<file path="config.mk">
export PLATFORM = sky130hd
export DESIGN_NAME = pattern_count_engine
export DESIGN_NICKNAME = d
export VERILOG_FILES = /design/src/rtl/patcnt_pkg.sv /design/src/rtl/patcnt_window_match.sv /design/src/rtl/pattern_count_engine.sv
export SDC_FILE = /design/constraint.sdc
export NUM_CORES = 1
export LEC_CHECK = 0
export ABC_AREA = 1
export CAP_MARGIN = 15
export CORE_ASPECT_RATIO = 1.75
export CORE_MARGIN = 2
export CORE_UTILIZATION = 43
export DETAILED_ROUTE_END_ITERATION = 12
export DONT_BUFFER_PORTS = 1
export MAX_ROUTING_LAYER = met4
export PLACE_DENSITY = 0.68
export SLEW_MARGIN = 25
export SYNTH_ARGS = -nofsm -noshare
export SYNTH_HDL_FRONTEND = slang
export SYNTH_SLANG_ARGS = --single-unit
export TNS_END_PERCENT = 30
</file>
<file path="constraint.sdc">
create_clock -name Clk -period 7.2 [get_ports Clk]
set_clock_uncertainty 0.1 [all_clocks]
set_input_delay 1.44 -clock Clk [delete_from_list [all_inputs] [get_ports Clk]]
set_output_delay 1.44 -clock Clk [all_outputs]
set_load 0.005 [all_outputs]
</file>
<file path="src/rtl/patcnt_pkg.sv">
// Shared types and default constants for the pattern count engine.
package patcnt_pkg;

    typedef enum logic [2:0] {
        IDLE = 3'd0,
        LOAD = 3'd1,
        SCAN = 3'd2,
        WR0  = 3'd3,
        WR1  = 3'd4,
        WR2  = 3'd5,
        DONE = 3'd6
    } state_t;

    localparam int         PAT_W         = 5;
    localparam int         MSG_BYTES_DEF = 32;
    localparam logic [7:0] PAT_ADDR_DEF  = 8'd32;
    localparam logic [7:0] RES_ADDR_DEF  = 8'd33;

endpackage

</file>
<file path="src/rtl/patcnt_window_match.sv">
// Counts 5-bit pattern hits in a 12-bit window {prev[3:0], cur[7:0]}: the four
// windows inside cur and the eight windows ending at each bit of cur.
module patcnt_window_match
    import patcnt_pkg::*;
(
    input  logic [11:0]      window_i,
    input  logic [PAT_W-1:0] pat_i,
    input  logic             first_i,
    output logic [2:0]       in_cnt_o,
    output logic [3:0]       cross_cnt_o
);

    always_comb begin
        in_cnt_o    = '0;
        cross_cnt_o = '0;
        for (int j = 0; j < 8; j++) begin
            if (window_i[j +: PAT_W] == pat_i) begin
                if (j < 4) in_cnt_o = in_cnt_o + 3'd1;
                cross_cnt_o = cross_cnt_o + 4'd1;
            end
        end
        // The first byte has no predecessor, so only its own four windows are real.
        if (first_i) cross_cnt_o = {1'b0, in_cnt_o};
    end

endmodule

</file>
<file path="src/rtl/pattern_count_engine.sv">
// Start/Ack job engine counting 5-bit pattern hits over a 32-byte message in data memory.
// Build option PATCNT_RESTART_EN: Start while busy aborts and relaunches the job.
module pattern_count_engine
    import patcnt_pkg::*;
#(
    parameter int         MSG_BYTES = MSG_BYTES_DEF,
    parameter logic [7:0] PAT_ADDR  = PAT_ADDR_DEF,
    parameter logic [7:0] RES_ADDR  = RES_ADDR_DEF
) (
    input  logic       Clk,
    input  logic       Reset,
    input  logic       Start,
    output logic       Ack,
    output logic [7:0] MemAddr,
    output logic       MemWrEn,
    output logic [7:0] MemWrData,
    input  logic [7:0] MemRdData
);

    localparam logic [7:0] LAST_IDX = 8'(MSG_BYTES - 1);

    state_t           state_q;
    logic [7:0]       addr_q, wdata_q, idx_q;
    logic             wren_q, ack_q;
    logic [PAT_W-1:0] pat_q;
    logic [3:0]       prev_q;
    logic [7:0]       ctb_q, cto_q, cts_q;
    logic [7:0]       ctb_d, cto_d, cts_d;
    logic [2:0]       in_cnt;
    logic [3:0]       cross_cnt;
    logic             launch;

    patcnt_window_match u_match (
        .window_i    ({prev_q, MemRdData}),
        .pat_i       (pat_q),
        .first_i     (idx_q == 8'd0),
        .in_cnt_o    (in_cnt),
        .cross_cnt_o (cross_cnt)
    );

    assign ctb_d = ctb_q + {5'd0, in_cnt};
    assign cto_d = cto_q + {7'd0, |in_cnt};
    assign cts_d = cts_q + {4'd0, cross_cnt};

`ifdef PATCNT_RESTART_EN
    assign launch = Start;
`else
    assign launch = Start && (state_q == IDLE || state_q == DONE);
`endif

    always_ff @(posedge Clk or negedge Reset) begin
        if (!Reset) begin
            state_q <= IDLE;
            addr_q  <= '0;
            wdata_q <= '0;
            wren_q  <= 1'b0;
            ack_q   <= 1'b0;
            idx_q   <= '0;
            pat_q   <= '0;
            prev_q  <= '0;
            ctb_q   <= '0;
            cto_q   <= '0;
            cts_q   <= '0;
        end else if (launch) begin
            state_q <= LOAD;
            addr_q  <= PAT_ADDR;
            wdata_q <= '0;
            wren_q  <= 1'b0;
            ack_q   <= 1'b0;
            idx_q   <= '0;
            ctb_q   <= '0;
            cto_q   <= '0;
            cts_q   <= '0;
        end else begin
            case (state_q)
                LOAD: begin
                    pat_q   <= MemRdData[7:3];
                    addr_q  <= '0;
                    idx_q   <= '0;
                    state_q <= SCAN;
                end
                SCAN: begin
                    ctb_q  <= ctb_d;
                    cto_q  <= cto_d;
                    cts_q  <= cts_d;
                    prev_q <= MemRdData[3:0];
                    // Last byte: go straight to the first write with the final in-byte count.
                    if (idx_q == LAST_IDX) begin
                        state_q <= WR0;
                        addr_q  <= RES_ADDR;
                        wren_q  <= 1'b1;
                        wdata_q <= ctb_d;
                    end else begin
                        idx_q  <= idx_q + 8'd1;
                        addr_q <= idx_q + 8'd1;
                    end
                end
                WR0: begin
                    addr_q  <= RES_ADDR + 8'd1;
                    wdata_q <= cto_q;
                    state_q <= WR1;
                end
                WR1: begin
                    addr_q  <= RES_ADDR + 8'd2;
                    wdata_q <= cts_q;
                    state_q <= WR2;
                end
                WR2: begin
                    wren_q  <= 1'b0;
                    state_q <= DONE;
                end
                DONE:    ack_q   <= 1'b1;
                default: state_q <= IDLE;
            endcase
        end
    end

    assign Ack       = ack_q;
    assign MemAddr   = addr_q;
    assign MemWrEn   = wren_q;
    assign MemWrData = wdata_q;

endmodule
</file>
# Yosys cells after proc, flatten, opt, wreduce, memory -nomap -nowiden
# Cells that the tools add are included.
dict set report word_totals {
  regBits 62
  output_inout_bits 18
  elab_cells 97
}
dict set report op_classes {
  addsub 14
  n_eq_ne 18
  muxes 36
  bitwise 1
  reduce_logical 17
}
# operator count
set op_table {}
lappend op_table {{$mux W8} 12}
lappend op_table {{$eq A5 B5 Y1} 8}
lappend op_table {{$mux W4} 8}
lappend op_table {{$pmux W8 S4} 1}
lappend op_table {{$add A4 B1 Y4 const B} 6}
lappend op_table {{$pmux W8 S3} 1}
lappend op_table {{$pmux W3 S6} 1}
lappend op_table {{$pmux W8 S2} 1}
lappend op_table {{$mux W3} 5}
lappend op_table {{$reduce_and A2 Y1} 6}
lappend op_table {{$eq A3 B3 Y1 const B} 3}
lappend op_table {{$add A8 B1 Y8} 1}
lappend op_table {{$add A8 B1 Y8 const B} 1}
lappend op_table {{$add A8 B3 Y8} 1}
lappend op_table {{$add A8 B4 Y8} 1}
lappend op_table {{$eq A8 B5 Y1 const B} 1}
lappend op_table {{$logic_not A8 Y1} 1}
lappend op_table {{$add A3 B1 Y3 const B} 2}
lappend op_table {{$eq A3 B2 Y1 const B} 2}
lappend op_table {{$mux W1} 6}
lappend op_table {{$ne A3 B3 Y1 const B} 2}
lappend op_table {{$reduce_bool A3 Y1} 2}
lappend op_table {{$reduce_bool A5 Y1} 1}
lappend op_table {{$add A1 B1 Y2 const B} 2}
lappend op_table {{10 further kinds} 11}

# Longest topological paths before layout
# Gate-level depths: netlist (run 1).
dict set report depth {
  word_depth 20
  ltp_mapped 41
  mapped_depth_nobuf 40
}

# Hierarchy
# A second synthesis (run 1) with hierarchy kept.
dict set report unflattened {
  cells_unflattened 693
  hier_area_um2 4794.6
}
# mod instances cells_each area_each_um2
set modules_own_cells {}
lappend modules_own_cells {pattern_count_engine 1 436 3448.3}
lappend modules_own_cells {patcnt_window_match 1 257 1346.3}

# Worst setup path after synthesis (run 1)
# No wires, ideal clock.
dict set report synth_timing {
  path_kind {in2reg}
  startpoint {in MemRdData[4]}
  endpoint {reg cts_q[7]}
  setup_time_ps 71
  t_arrival_ps 5716
  required_time_ps 7029
  slack_ps 1312
  path_stages 37
  path_buffers 1
  cell_sequence {buf_4 inv_1 nand2_1 nand2_1 nand3_1 nor2_1 ha_1 inv_1 nand2_4 nand2_4 inv_2 ha_1 nand2_1 nand2_1 xor2_1 nand2_1 o21ai_0 ha_1 or2_2 nand3_1 nand2_2 ha_1 a21oi_1 nand2_1 o21ai_0 inv_1 ha_1 nand2_1 nor2_1 a211oi_1 nor2_1 nor2_1 nor2_1 nand3_1 o21ai_0 nand2_1 nor2_1}
}
dict set report synth_between {
  elab_chain_len 20
}
# item line
set synth_lines {}
lappend synth_lines {{start, declared} pattern_count_engine.sv:17} ;# input logic [7:0] MemRdData
lappend synth_lines {{$eq A5 B5 Y1} patcnt_window_match.sv:17} ;# if (window_i[j +: PAT_W] == pat_i) begin
lappend synth_lines {{$mux W1} patcnt_window_match.sv:17}
lappend synth_lines {{$add A1 B1 Y2} {patcnt_window_match.sv:18, patcnt_window_match.sv:19}}
lappend synth_lines {{$mux W4} patcnt_window_match.sv:17}
lappend synth_lines {{$add A4 B1 Y4} patcnt_window_match.sv:19} ;# cross_cnt_o = cross_cnt_o + 4'd1;
lappend synth_lines {{$mux W4} patcnt_window_match.sv:17}
lappend synth_lines {{$add A4 B1 Y4} patcnt_window_match.sv:19}
lappend synth_lines {{$mux W4} patcnt_window_match.sv:17}
lappend synth_lines {{[... 4 more ...]} -}
lappend synth_lines {{$add A4 B1 Y4} patcnt_window_match.sv:19}
lappend synth_lines {{$mux W4} patcnt_window_match.sv:17}
lappend synth_lines {{$add A4 B1 Y4} patcnt_window_match.sv:19}
lappend synth_lines {{$mux W4} patcnt_window_match.sv:17}
lappend synth_lines {{$mux W4 (*)} patcnt_window_match.sv:23} ;# if (first_i) cross_cnt_o = {1'b0, in_cnt_o};
lappend synth_lines {{$add A8 B4 Y8 (*)} pattern_count_engine.sv:43} ;# assign cts_d = cts_q + {4'd0, cross_cnt};
lappend synth_lines {{$mux W8 (*)} pattern_count_engine.sv:75} ;# case (state_q)
lappend synth_lines {{$mux W8 (*)} pattern_count_engine.sv:64} ;# end else if (launch) begin
lappend synth_lines {{end signal, assigned} pattern_count_engine.sv:85} ;# cts_q <= cts_d;
lappend synth_lines {{end, declared} pattern_count_engine.sv:27} ;# logic [7:0] ctb_q, cto_q, cts_q;
# Every way passes the cells marked *; elsewhere a longest branch is shown, timed or not. The select of a mux whose other input is x is not followed.
# A chain may end at the register's enable or synchronous reset.

# Worst setup path in the final report (run 1)
dict set report layout_timing {
  startpoint {in MemRdData[0]}
  endpoint {reg cts_q[7]}
}
dict set report layout_between {
  elab_chain_len 20
}
# item line
set layout_lines {}
lappend layout_lines {{$eq A5 B5 Y1 (*)} patcnt_window_match.sv:17}
lappend layout_lines {{$mux W1} patcnt_window_match.sv:17}
lappend layout_lines {{$add A1 B1 Y2} {patcnt_window_match.sv:18, patcnt_window_match.sv:19}}
lappend layout_lines {{$mux W4} patcnt_window_match.sv:17}
lappend layout_lines {{$add A4 B1 Y4} patcnt_window_match.sv:19}
lappend layout_lines {{$mux W4} patcnt_window_match.sv:17}
lappend layout_lines {{$add A4 B1 Y4} patcnt_window_match.sv:19}
lappend layout_lines {{$mux W4} patcnt_window_match.sv:17}
lappend layout_lines {{[... 4 more ...]} -}
lappend layout_lines {{$add A4 B1 Y4} patcnt_window_match.sv:19}
lappend layout_lines {{$mux W4} patcnt_window_match.sv:17}
lappend layout_lines {{$add A4 B1 Y4} patcnt_window_match.sv:19}
lappend layout_lines {{$mux W4} patcnt_window_match.sv:17}
lappend layout_lines {{$mux W4 (*)} patcnt_window_match.sv:23}
lappend layout_lines {{$add A8 B4 Y8 (*)} pattern_count_engine.sv:43}
lappend layout_lines {{$mux W8 (*)} pattern_count_engine.sv:75}
lappend layout_lines {{$mux W8 (*)} pattern_count_engine.sv:64}
# Marks and branches as above.

==> flow_summary.toml, run 1 <==
[clocking]
cts_buffers = 9
ctsResizeCount = 0
clock-sinks = 62
cts_root_buf = "clkbuf_16"
path_clk_slew_ns = 0.06
cts-hold-fix-buffers = 0
htreeDepth = 3
cts_tree = "built"
clockBufferDepth = 2
cts_setup_buffers = 0
clkLatencyLatePin_ns = 0.34

[pwr]
swShare_pct = 49.7
p_int_w = 0.00105
ir_drop_v = 0.000256
p_sw_w = 0.00104
power_density_nw_per_um2 = 415
power_w = 0.00209
leakage_nw = 2.66
seq_power_share_pct = 28.5
p_comb_share_pct = 52.5
clkPwrFrac_pct = 19.0

[global_routing]
grt.busiest_layer = "met2"
grt_use_met2_pct = 41.0
grt.met3_usage_pct = 4.23
gr-total-overflow = 0
grt_start_max_net_pins = 63
antenna_found_initial = 0
first_global_vias = 4402
grt_use_total_pct = 22.0
met1_usage_pct = 20.6
grt_first_pass_wirelength_microns = 20200

[sta]
final_max_slew_viol_count = 0
tightest_slew_ns = 0.848
max_freq_ghz = 0.167
timing.final.ws_setup_ns = 1.21
fin_tns_setup_ns = 0
max_slew_margin_pct = 43.3
timing.final.crit_share_pct = 83.2
rsz0062_at_grt = "no"
min_period_ns = 5.99
hold_violations = 0
setup_viol = 0

[synthesis]
synthFlopType = "dfrtp_1"
synth_edf_count = 0
synth_async_sr_flop_share_pct = 100
yosysWarnings = 0
ys_seq_area_share_pct = 33.1
syn_area_sq_um = 4680
synthCells = 661
syn_nets = 693
synth-seq-cells = 62
ys_types = 46
synth_area_per_cell_sq_um = 7.09

[setup_path]
reg2reg_depth = 35
critical_path_arrival_ns = 6.16
end_kind = "flop"
crit_top_cell = "nand2_1"
cp_max_fo = 4
critPathLaunchType = "input port"
cp_slowest_cell = "ha_1"
required_ns = 7.37
cp_slowest_stage_delay_ns = 0.31
crit_type = "input port to flop"

[status]
status = "finished clean"

[worst_hold_path]
hold_path_class = "flop to flop"
whs_path_depth = 2

[floorplanning]
die_y_microns = 142
die_x_microns = 82.9
initial_core_util_pct = 44.0
core.rowCount = 50
die-area_sq_um = 11800
ios = 29
core_sq_um = 10600

[final_layout]
fin_nets = 690
fillCellCount = 1081
diodes = 0
final_area_sq_um = 5030
area_growth_pct = 7.37
regArea_sq_um = 1550
drive_gt1_share_pct = 12.2
multiInputGateArea_sq_um = 2670
utilization_pct = 47.3

[placement]
numPortBuffers = 0
post-dp-hpwl_microns = 9060
place_ws_ns = 0.945
placed_cell_area_sq_um = 4770
gp_congestion = 0.907

[detailed_routing]
wl_per_cell_microns = 15.2
via_per_inst = 5.47
first_pass_iters = 5
drc = 0
drt_iter0_drc = 248
ant_nets = 0
wl_microns = 12000
vias = 4331

[job]
drv_cap = 0
==> layer usage <==
metal	part of all wire, %	routed length [microns]
met5	0	0
met4	5.7	681
met3	4.4	531
met2	54	6490
met1	36	4310
==> synthesized netlist by cell type, drive strengths merged, types with 9 or more instances <==
| master | instances | area, sq um |
|---|---|---|
| nand2 | 203 | 852 |
| inv | 99 | 374 |
| nor2 | 63 | 303 |
| dfrtp | 62 | 1550 |
| nand3 | 53 | 323 |
| o21ai | 52 | 260 |
| a21oi | 24 | 120 |
| ha | 20 | 250 |
| xor2 | 11 | 115 |
| o22ai | 10 | 62.6 |
| nor3 | 9 | 50.1 |
==> final timing paths <==
path                                   end          from  slack (ns)
min in group asynchronous       MemAddr[4]         Reset        0.70
worst min-delay path            MemAddr[7]    MemAddr[7]        0.41
worst min register to register  MemAddr[7]    MemAddr[7]        0.41
worst max register to register    cts_q[7]      pat_q[4]        1.57
max in group asynchronous         cto_q[2]         Reset        6.16
worst max-delay path              cts_q[7]  MemRdData[0]        1.21
==> final cells by class <==
cell class | count | area share [%]
Clock buffer | 10 | 4.55
Clock inverter | 5 | 0.547
Inverter | 100 | 7.51
Multi-Input combinational cell | 483 | 53.0
Sequential cell | 62 | 30.8
Tap cell | 130 | 3.23
Timing Repair Buffer | 2 | 0.299
==> critical path: cells and delay by family <==
kind / cells / cell delay (ns)
and+or+nand+nor: 21 / 2.21
buffers and inverters: 3 / 0.24
AOI/OAI and AO/OA: 5 / 0.64
xor gates and xnor gates: 1 / 0.16
adders and majority gates: 5 / 1.45
==> cell usage in the layout, fill, tap and decap left out, types with 3 or more instances in the layout <==
| cell type | Yosys | routed |
|---|---|---|
| a21oi_1 | 24 | 24 |
| clkbuf_16 | 0 | 9 |
| clkinv_2 | 0 | 4 |
| dfrtp_1 | 62 | 62 |
| ha_1 | 20 | 20 |
| inv_1 | 87 | 87 |
| inv_2 | 11 | 11 |
| nand2_1 | 181 | 181 |
| nand2_2 | 15 | 15 |
| nand2_4 | 7 | 7 |
| nand3_1 | 43 | 43 |
| nand3_2 | 9 | 9 |
| nand4_1 | 7 | 7 |
| nor2_1 | 52 | 52 |
| nor2_2 | 5 | 5 |
| nor2_4 | 5 | 5 |
| nor3_1 | 8 | 8 |
| o21ai_0 | 49 | 49 |
| o21ai_1 | 3 | 3 |
| o22ai_1 | 10 | 10 |
| xnor2_1 | 7 | 7 |
| xor2_1 | 10 | 10 |
==> power groups by stage <==
| stage | combinational [W] | sequential, W | clock (W) |
|---|---|---|---|
| global placement | 0.00105 | 0.000594 | 0 |
| finish | 0.00110 | 0.000595 | 0.000396 |
| detailed placement | 0.00108 | 0.000598 | 0 |
| global route | 0.00124 | 0.000612 | 0.000412 |
| floorplan | 0.000892 | 0.000526 | 0 |
| CTS | 0.00109 | 0.000593 | 0.000397 |
==> metrics by stage <==
step / cells / hold WS [ns]
after CTS: 792 / 0.412
after global routing: 792 / 0.439
after detailed placement: 777 / 0.400
after floorplan: 661 / 0.344
after global placement: 777 / 0.365
final: 792 / 0.406
==> registers in the layout (all words and copies together) (netlist names) <==
| name | count |
|---|---|
| MemAddr | 8 |
| MemWrData | 8 |
| ctb_q | 8 |
| cto_q | 8 |
| cts_q | 8 |
| idx_q | 8 |
| pat_q | 5 |
| prev_q | 4 |
| state_q | 3 |
| Ack | 1 |
| MemWrEn | 1 |
==> kinds of logic (layout without fill, tap and decap cells) <==
group / count (synthesis) / after routing / synth area share, %
XOR/XNOR: 19 / 19 / 4.11
AO/OA/AOI/OAI: 99 / 99 / 11.7
AND/OR/NAND/NOR: 344 / 344 / 35.2
buffers and inverters: 116 / 117 / 10.1
flip-flops: 62 / 62 / 33.1
adder cells (fa/ha/maj): 21 / 21 / 5.77
Power figures use the tool's default switching activity.
==> run 2: changes to the inputs <==
- PLACE_DENSITY: 0.68 -> 0.7
- clock period: 7.2 -> 5.4 ns (I/O delays scaled with it)
==> run 2 against run 1 <==
Setup slack lost 1.0 ns. Sequential share of layout area decreased by 2.6 points. Global-route usage decreased by 0.56 points. Final cell count increased by 3.8%. Via count up 1.6%. Critical path depth up 1. Non-clock buffer count up 29. Total power up 48%. Clock-buffer cell count up 1. Flip-flop and latch count stayed put. Critical path type unchanged. Largest power group unchanged.
==> flow_summary.toml, run 2 (synthesis gave the netlist of run 1 again) <==
[detailed_routing]
via_per_inst = 5.35
first_pass_iters = 5
vias = 4400
drc = 0
wl_per_cell_microns = 14.5
wl_microns = 11900
ant_nets = 0
drt_iter0_drc = 346

[placement]
gp_congestion = 0.903
post-dp-hpwl_microns = 9000
place_ws_ns = -0.251
numPortBuffers = 0

[global_routing]
grt_use_total_pct = 21.5
antenna_found_initial = 0
grt_first_pass_wirelength_microns = 20000
gr-total-overflow = 0
grt_start_max_net_pins = 63
first_global_vias = 4372

[floorplanning]
die_x_microns = 82.9
core_sq_um = 10600
ios = 29
core.rowCount = 50
initial_core_util_pct = 44.0
die_y_microns = 142
die-area_sq_um = 11800

[clocking]
cts_buffers = 9
htreeDepth = 3
clkLatencyLatePin_ns = 0.33
clockBufferDepth = 2
cts_tree = "built"
path_clk_slew_ns = 0.05
clock-sinks = 62
cts_root_buf = "clkbuf_16"

[setup_path]
critPathLaunchType = "input port"
critical_path.top_delay_family = "simple AND/OR/NAND/NOR gates"
crit_top_cell = "nand2_1"
required_ns = 5.56
reg2reg_depth = 35
cp_slowest_stage_delay_ns = 0.39
timing.reg2reg.setup_slack_ns = 0.28
critical_path_arrival_ns = 5.36
cp_max_fo = 4
r2r_start = "pat_q[1]"
crit_type = "input port to flop"
end_kind = "flop"
critPathBufInv = 2
cp_slowest_cell = "ha_1"
worstReg2RegEnd = "cts_q[7]"

[sta]
timing.final.ws_setup_ns = 0.196
rsz0062_at_grt = "yes"
final_max_slew_viol_count = 0
timing.final.crit_share_pct = 96.4
fin_tns_setup_ns = 0
max_freq_ghz = 0.192
min_period_ns = 5.20
max_slew_margin_pct = 52.8
tightest_slew_ns = 0.706
hold_violations = 0
setup_viol = 0

[final_layout]
diodes = 0
final_common_cell = "nand2_1"
area_growth_pct = 17.3
fin_nets = 719
layout_common_cells = "nand2_1, inv_1, dfrtp_1"
utilization_pct = 51.7
drive_gt1_share_pct = 20.4

[pwr]
leakage_nw = 2.86
power_density_nw_per_um2 = 562
power_w = 0.00309
ir_drop_v = 0.000373

[job]
drv_cap = 0

[worst_hold_path]
hold_path_class = "input port to async pin"

[status]
status = "finished clean"
==> run 2: changes by cell type in the layout (fill, tap and decap cells not counted), sizes merged <==
cell	change
buf	+29
bufinv	+2
clkinv	-2
clkbuf	+1
==> run 2: worst max-delay path by stage <==
stage	start	to	slack (ns)	cells after the start
global route	MemRdData[2]	cts_q[7]	-0.19	37
floorplan	MemRdData[4]	cts_q[7]	0.01	37
global placement	MemRdData[0]	cts_q[6]	-0.13	32
finish	MemRdData[1]	cts_q[7]	0.20	36
CTS	MemRdData[0]	cts_q[7]	0.08	35
detailed placement	MemRdData[0]	cts_q[7]	-0.25	35
==> run 2: area by class of cell <==
cell class / count / area [sq um]
Clock buffer: 11 / 253
Clock inverter: 5 / 81.3
Fill cell: 1009 / 5140
Inverter: 100 / 380
Multi-Input combinational cell: 483 / 2830
Sequential cell: 62 / 1550
Tap cell: 130 / 163
Timing Repair Buffer: 31 / 236
==> run 2: repair_timing <==
item,in CTS,in global routing
hold buffers,0,0
hold endpoints to repair,0,0
setup buffers,0,5
gates resized for setup,0,34
endpoints found under the setup margin,0,5
==> run 2: through the flow <==
step	instance area [sq um]	cells	hold WS, ns
floorplan	4720	661	0.344
global placement	4980	801	0.362
detailed placement	4980	801	0.372
CTS	5310	817	0.334
global route	5490	822	0.327
finish	5490	822	0.346
==> run 2: report_power, final <==
| part | internal, W | total, W | switching [W] |
|---|---|---|---|
| Sequential | 0.000613 | 0.000763 | 0.000150 |
| Combinational | 0.000608 | 0.00168 | 0.00107 |
| Clock | 0.000429 | 0.000640 | 0.000211 |
| Total | 0.00165 | 0.00309 | 0.00144 |
==> run 2: per-layer routing <==
layer	share of wire [%]	routed length (microns)	vias to the layer above	GRT usage, %
li1	-	-	2161	-
met1	37	4390	2069	20.8
met2	54	6500	132	39.6
met3	4.4	524	38	3.25
met4	4.5	536	0	13.2
met5	0	0	-	-
==> run 3: changes to the inputs <==
- ABC_AREA: 1 -> default
==> run 3 against run 2 <==
Synthesized area increased by 3.4%. Design area decreased by 0.14%. Maximum frequency decreased by 3.1%. Routed wire length increased by 3.2%. Worst hold slack got worse by 0.013 ns. Sequential power decreased by 4.7%. Critical path depth decreased by 12. Flip-flop and latch count unchanged. Core utilization decreased by 2.0 points. Final cell count decreased by 13%. Sequential share of layout area about the same. Synthesized cell count decreased by 14%. Critical endpoint unchanged. Largest power group unchanged.
==> flow_summary.toml, run 3 <==
[synthesis]
synth.area.top_cells = "dfrtp_1, xnor2_1, nand2_1, ha_1, xor2_1"
synthTopCellsByCount = "nand2_1, dfrtp_1, nor2_1"
synth_async_sr_flop_share_pct = 100
syn_area_sq_um = 4840
syn_nets = 602
synth_largest_area_cell = "dfrtp_1"
yosysWarnings = 0
yosysMostFrequentCell = "nand2_1"
ys_seq_area_share_pct = 32.0
synthFlopType = "dfrtp_1"
ys_types = 72
synth-seq-cells = 62
yosysTopAreaCellShare_pct = 32.0
synth_area_per_cell_sq_um = 8.50
synth_edf_count = 0
synthCells = 570

[setup_path]
cp_max_fo = 4
end_kind = "flop"
cp_slowest_cell = "a221o_1"
reg2reg_depth = 24
path_cells = "xor2_1 > nor2_1 > nand4_1 > inv_2 > ha_4 > o32a_1 > a221oi_4 > inv_2 > ha_4 > xnor2_1 > nand3_1 > o221ai_2 > ha_1 > a221o_1 > buf_4 > o211a_1 > or3_1 > a21boi_1 > ha_1 > nor2b_1 > o211a_1 > nand3_2 > xor2_1 > nor2_1"
required_ns = 5.53
cp_slowest_stage_delay_ns = 0.41
crit_type = "input port to flop"
critPathLaunchType = "input port"
critical_path_arrival_ns = 5.50

[status]
status = "finished clean"

[job]
drv_cap = 0

[pwr]
power_density_nw_per_um2 = 514
ir_drop_v = 0.000297
leakage_nw = 2.36

[detailed_routing]
ant_nets = 0
first_pass_iters = 5
drt_iter0_drc = 301
via_per_inst = 5.83
wl_per_cell_microns = 17.2
wl_microns = 12300
vias = 4182
drc = 0

[final_layout]
drive_gt1_share_pct = 15.9
fin_nets = 612
fillCellCount = 1022
final_area_sq_um = 5490
final_common_cell = "nand2_1"
area_growth_pct = 13.3
diodes = 0
utilization_pct = 49.7
finalNonFillerCells = 717
layout_common_cells = "nand2_1, dfrtp_1, nor2_1"

[floorplanning]
core.rowCount = 51
die_x_microns = 84.2
ios = 29
core_sq_um = 11000
initial_core_util_pct = 43.9
die_y_microns = 144
die-area_sq_um = 12200

[clocking]
cts_root_buf = "clkbuf_16"
htreeDepth = 3
clockBufferDepth = 2
clock-sinks = 62
cts_buffers = 9
path_clk_slew_ns = 0.05
cts_tree = "built"
cts-hold-fix-buffers = 0
clkLatencyLatePin_ns = 0.34

[placement]
placed_cells = 696
gp_congestion = 0.900
numPortBuffers = 0
post-dp-hpwl_microns = 8980
place_ws_ns = -0.528
placed_cell_area_sq_um = 5090

[sta]
setup_viol = 0
min_period_ns = 5.37
hold_violations = 0
tightest_slew_ns = 0.910
final_max_slew_viol_count = 0
rsz0062_at_grt = "yes"
max_freq_ghz = 0.186
fin_hold_ws_ns = 0.333
timing.final.crit_share_pct = 99.4
timing.final.ws_setup_ns = 0.0311
max_slew_margin_pct = 39.3

[worst_hold_path]
hold_path_class = "input port to async pin"

[global_routing]
grt_use_total_pct = 21.9
grt_start_max_net_pins = 63
gr-total-overflow = 0
antenna_found_initial = 0
grt_first_pass_wirelength_microns = 20300
first_global_vias = 4288
## run 3: changes by cell type in the layout (fill, tap and decap cells not counted), sizes merged, moves of 8 or more
cell    before  now
nor3         9   21
a211oi       2   13
nand2      203   73
nand3       53   27
o21ai       52   36
xnor2        8   45
inv         99   21
a21oi       24   32
xor2        11   29
## run 3: through the flow
stage               setup TNS (ns)  total power, W
floorplan                    -2.69         0.00185
global placement             -1.39         0.00215
detailed placement           -2.45         0.00221
CTS                              0         0.00278
global route                 -1.14         0.00303
finish                           0         0.00282
## run 3: worst paths after layout
kind                         startpoint      endpoint  slack, ns
setup reg to reg               pat_q[1]      cts_q[7]       0.16
max in group asynchronous         Reset  MemWrData[3]       4.76
min in group Clk           MemWrData[1]  MemWrData[1]       0.40
hold reg to reg            MemWrData[1]  MemWrData[1]       0.40
setup / recovery           MemRdData[2]      cts_q[7]       0.03
hold / removal                    Reset    MemAddr[3]       0.33
## run 3: logic make-up (layout without fill, tap and decap cells)
logic type	count (synthesis)	count (layout)	share of synthesized area [%]
DFF	62	62	32.0
adders and majority gates	22	22	5.79
muxes	10	10	2.20
and+or+nand+nor	213	213	20.6
buffers and inverters	57	72	5.48
AOI/OAI and AO/OA	129	129	17.8
xor gates and xnor gates	77	77	16.1
## run 3: timing repair
action | in CTS | in global routing
pin swaps | 6 | 18
endpoints found under the hold margin | 0 | 0
gates resized for setup | 3 | 15
buffers inserted | 4 | 1
setup endpoints to repair | 4 | 5
## run 3: metal layers
layer  GRT usage [%]  share of wire, %
met2            41.2                55
met5               -                 0
met3            4.22               3.9
met1            20.7                37
met4            11.9               4.1
## run 3: worst max-delay path, delay by kind of cell
family,cells,cell delay (ns)
fa+ha+maj,4,1.03
simple gates,7,0.98
compound gates,7,1.61
xor+xnor,3,0.39
buf+inv,3,0.40
## run 3: cell type report
type | count | area [sq um] | share of cell area (%)
Clock buffer | 10 | 239 | 4.36
Clock inverter | 6 | 37.5 | 0.684
Inverter | 21 | 78.8 | 1.44
Multi-Input combinational cell | 451 | 3150 | 57.4
Sequential cell | 62 | 1550 | 28.3
Tap cell | 132 | 165 | 3.01
Timing Repair Buffer | 35 | 267 | 4.86
## run 3: report_power, final
part | switching, W | leakage (nW) | internal, W | total (W)
clock | 0.000217 | 0.130 | 0.000320 | 0.000537
combinational | 0.000918 | 1.40 | 0.000637 | 0.00155
sequential | 0.000164 | 0.830 | 0.000563 | 0.000727
==> edit 1, RTL diff (flow settings as in run 1) <==
Add a define of `PATCNT_RESTART_EN`.
--- a/src/rtl/pattern_count_engine.sv
+++ b/src/rtl/pattern_count_engine.sv
@@ -1,5 +1,7 @@
 // Start/Ack job engine counting 5-bit pattern hits over a 32-byte message in data memory.
 // Build option PATCNT_RESTART_EN: Start while busy aborts and relaunches the job.
+`define PATCNT_RESTART_EN
+
 module pattern_count_engine
     import patcnt_pkg::*;
 #(
Function: changed (Yosys sat finds a counterexample within 4 cycles, from zero or initial values and one cycle with Reset low).
==> edit 1 against run 1 <==
Wire length decreased by 7.5%. Largest cell class unchanged. Critical path type unchanged. Via count is 2.3% lower. Design area down 2.0%. Critical path depth grew 1. Worst setup slack gained 0.0081 ns. Sequential cell count did not move. Non-clock buffer count fell by 2. Sequential share of layout area increased by 0.64 points. Area after synthesis fell by 2.6%. Critical endpoint unchanged.
Power is not compared: it rests on default switching activity, and its combinational part moved more than twofold at a synthesized area within 25%.
==> edit 1: results (changes against run 1) <==
status=finished, final reports clean; DR WL met2=5890 um (-9.2%); DP Area=0.00464 sq mm (-2.7%); crit path DAT=6.14 ns (-0.02 ns); gpl congestion=0.871 (-3.9%); R2R cell count=36 (+2.9%); first-pass GRT wire length=18700 um (-7.6%); met1 Usage GRT=22.8% (+2.3 points); Least-Margin Pin Slew=0.828 ns (-0.0199 ns); dpl hpwl=8510 um (-6.1%); wl on met1=4410 um (+2.2%); starting DRC count in detailed routing=180 (-27%); Unique masters post-synth=43 (-6.5%); Vias/cell=5.34 (-2.3%); share of cells above drive strength 1=9.02% (-3.2 points); synthesized instance count=664 (+0.45%); post-synth top area share=34.0% (+0.87 points); Syn Nets=696 (+0.43%); Setup WS pre-CTS=0.942 ns (-0.00295 ns); Filler cells=1024 (-5.3%); GR Util met3=4.12% (-0.11 points); GRT Overall Usage=21.4% (-0.64 points); Worst Hold Depth=1 (-1); met2 usage=37.2% (-3.8 points); Synth top cells by count=nand2_1 (189), inv_1 (88), dfrtp_1 (62); sequential area share after synthesis=34.0% (+0.87 points)
[edit 1: worst paths after layout]
path                            slack (ns)          from      endpoint
worst max-delay path                  1.22  MemRdData[1]      cts_q[7]
worst min-delay path                  0.38      cto_q[7]      cto_q[7]
worst max register to register        1.54      pat_q[1]      cts_q[7]
worst min register to register        0.38      cto_q[7]      cto_q[7]
max in group asynchronous             6.18         Reset  MemWrData[2]
min in group asynchronous             0.71         Reset    MemAddr[7]
[edit 1: cells by family after synthesis]
logic type | count (synthesis) | synth area share, %
simple gates | 346 | 33.7
flops | 62 | 34.0
xor+xnor | 19 | 4.06
fa+ha+maj | 21 | 5.92
compound gates | 102 | 12.2
buf+inv | 114 | 10.2
[edit 1: final cells by class]
class                           instances  area, sq um  area share, %
Clock buffer                           11          243           4.93
Clock inverter                          4         47.5          0.965
Inverter                              100          378           7.67
Multi-Input combinational cell        488         2550           51.7
Sequential cell                        62         1550           31.5
Tap cell                              127          159           3.22
==> edit 2, RTL diff (flow settings as in run 1) <==
Made on the original files. Make the reset (`Reset`) synchronous in one clocked block.
--- a/src/rtl/pattern_count_engine.sv
+++ b/src/rtl/pattern_count_engine.sv
@@ -48,7 +48,7 @@
     assign launch = Start && (state_q == IDLE || state_q == DONE);
 `endif
 
-    always_ff @(posedge Clk or negedge Reset) begin
+    always_ff @(posedge Clk) begin
         if (!Reset) begin
             state_q <= IDLE;
             addr_q  <= '0;
Function: differs if Reset is asserted again (counterexample within 4 cycles, from zero or initial values and one cycle with Reset low); with Reset held inactive, the same outputs for 10 cycles.
==> edit 2 against run 1 <==
Design area fell by 5.8%. Worst setup slack lost 0.18 ns. Wire length down 8.3%. Sequential share of layout area decreased by 4.7 points. Worst hold slack worse by 0.045 ns. Final cell count down 1.9%. Via count shrank 3.2%. Area after synthesis shrank 7.2%. Sequential cell count did not move. Register-to-register slack lost 0.11 ns. Non-clock buffer count increased by 1. Highest routed layer unchanged.
Power is not compared: it rests on default switching activity, and its combinational part moved more than twofold at a synthesized area within 25%.
==> edit 2: results (changes against run 1) <==
Syn Nets=686 (-1.0%); Vias/cell=5.40 (-1.3%); Final #Nets=679 (-1.6%); sequential area share after synthesis=28.5% (-4.6 points); vias in the first global route=4154 (-5.6%); initial antenna violation count=0 (unchanged); post-synthesis share of cell area spent on xor and xnor gates=4.98% (+0.86 points); dpl hpwl=8570 um (-5.4%); compound-cell area share of the yosys netlist=16.0% (+4.3 points); Unique masters post-synth=50 (+8.7%); gpl congestion=0.950 (+4.8%); final instance area=0.00474 sq mm (-5.8%); CP max stage delay=0.38 ns (+0.07 ns); number of port buffers=0 (unchanged); share of cells above drive strength 1=11.5% (-0.73 points); Synth top cells by count=nand2_1 (164), inv_1 (75), a21oi_1 (62), dfxtp_1 (62), nand3_1 (45); GRT Overall Usage=22.0% (about the same); crit path DAT=6.25 ns (+0.09 ns); largest net degree at the start of global routing=32 (-49%); Routed WL=11000 um (-8.3%); Least-Margin Pin Slew=0.958 ns (+0.110 ns); starting DRC count in detailed routing=210 (-15%); status=finished, final reports clean; Post-CTS Repair Setup Buffers=0 (unchanged); Synth async-reset ratio=0% (-100 points); first-pass GRT wire length=18600 um (-7.9%); synth top area cells=dfxtp_1 (29%), nand2_1 (14%), a21oi_1 (7.1%), inv_1 (6.5%), ha_1 (5.8%); worst skew pair latency=between 0.3 and 0.4 ns; Setup WS pre-CTS=0.670 ns (-0.275 ns); Filler cells=1026 (-5.1%); DP Area=0.00442 sq mm (-7.2%); post-synthesis adder-cell area fraction=6.21% (+0.44 points)
## edit 2: area by class of cell
cell class,instances,area share (%)
flip-flops and latches,62,26.2
multi-input cells,483,56.4
clock inverters,4,1.48
well taps,125,3.30
repair buffers,3,0.475
clock buffers,12,5.20
inverters,88,6.97
## edit 2: per-layer routing
layer | vias to the layer above | GRT usage, % | share of wire (%)
li1 | 2113 | - | -
met1 | 1951 | 20.8 | 37
met2 | 101 | 42.0 | 56
met3 | 28 | 3.03 | 3.6
met4 | 0 | 11.4 | 3.2
met5 | - | - | 0
## edit 2: where the power goes
| group | internal (mW) | total (mW) | switching [mW] | leakage (nW) |
|---|---|---|---|---|
| Combinational | 0.0409 | 0.119 | 0.0779 | 1.43 |
| Clock | 0.311 | 0.458 | 0.147 | 0.157 |
| Sequential | 0.348 | 0.359 | 0.0111 | 0.501 |
| Total | 0.700 | 0.936 | 0.236 | 2.09 |
## edit 2: per-stage QoR
stage | instances | power (mW)
final | 777 | 0.936
after global routing | 777 | 0.978
after CTS | 777 | 0.940
after detailed placement | 761 | 0.485
after global placement | 761 | 0.482
after floorplan | 654 | 0.464
## edit 2: path summary, 6_finish.rpt
path,startpoint,slack (ns),cells after the start,end
max,MemRdData[0],1.03,34,cts_q[7]
max reg2reg,pat_q[3],1.46,36,cts_q[7]
min,cto_q[7],0.36,2,cto_q[7]
min reg2reg,cto_q[7],0.36,2,cto_q[7]
## edit 2: cells by family (layout without fill, tap and decap cells)
family	after synthesis	count (layout)
compound gates	126	126
xor+xnor	23	23
fa+ha+maj	21	21
buf+inv	109	107
flops	62	62
simple gates	313	313
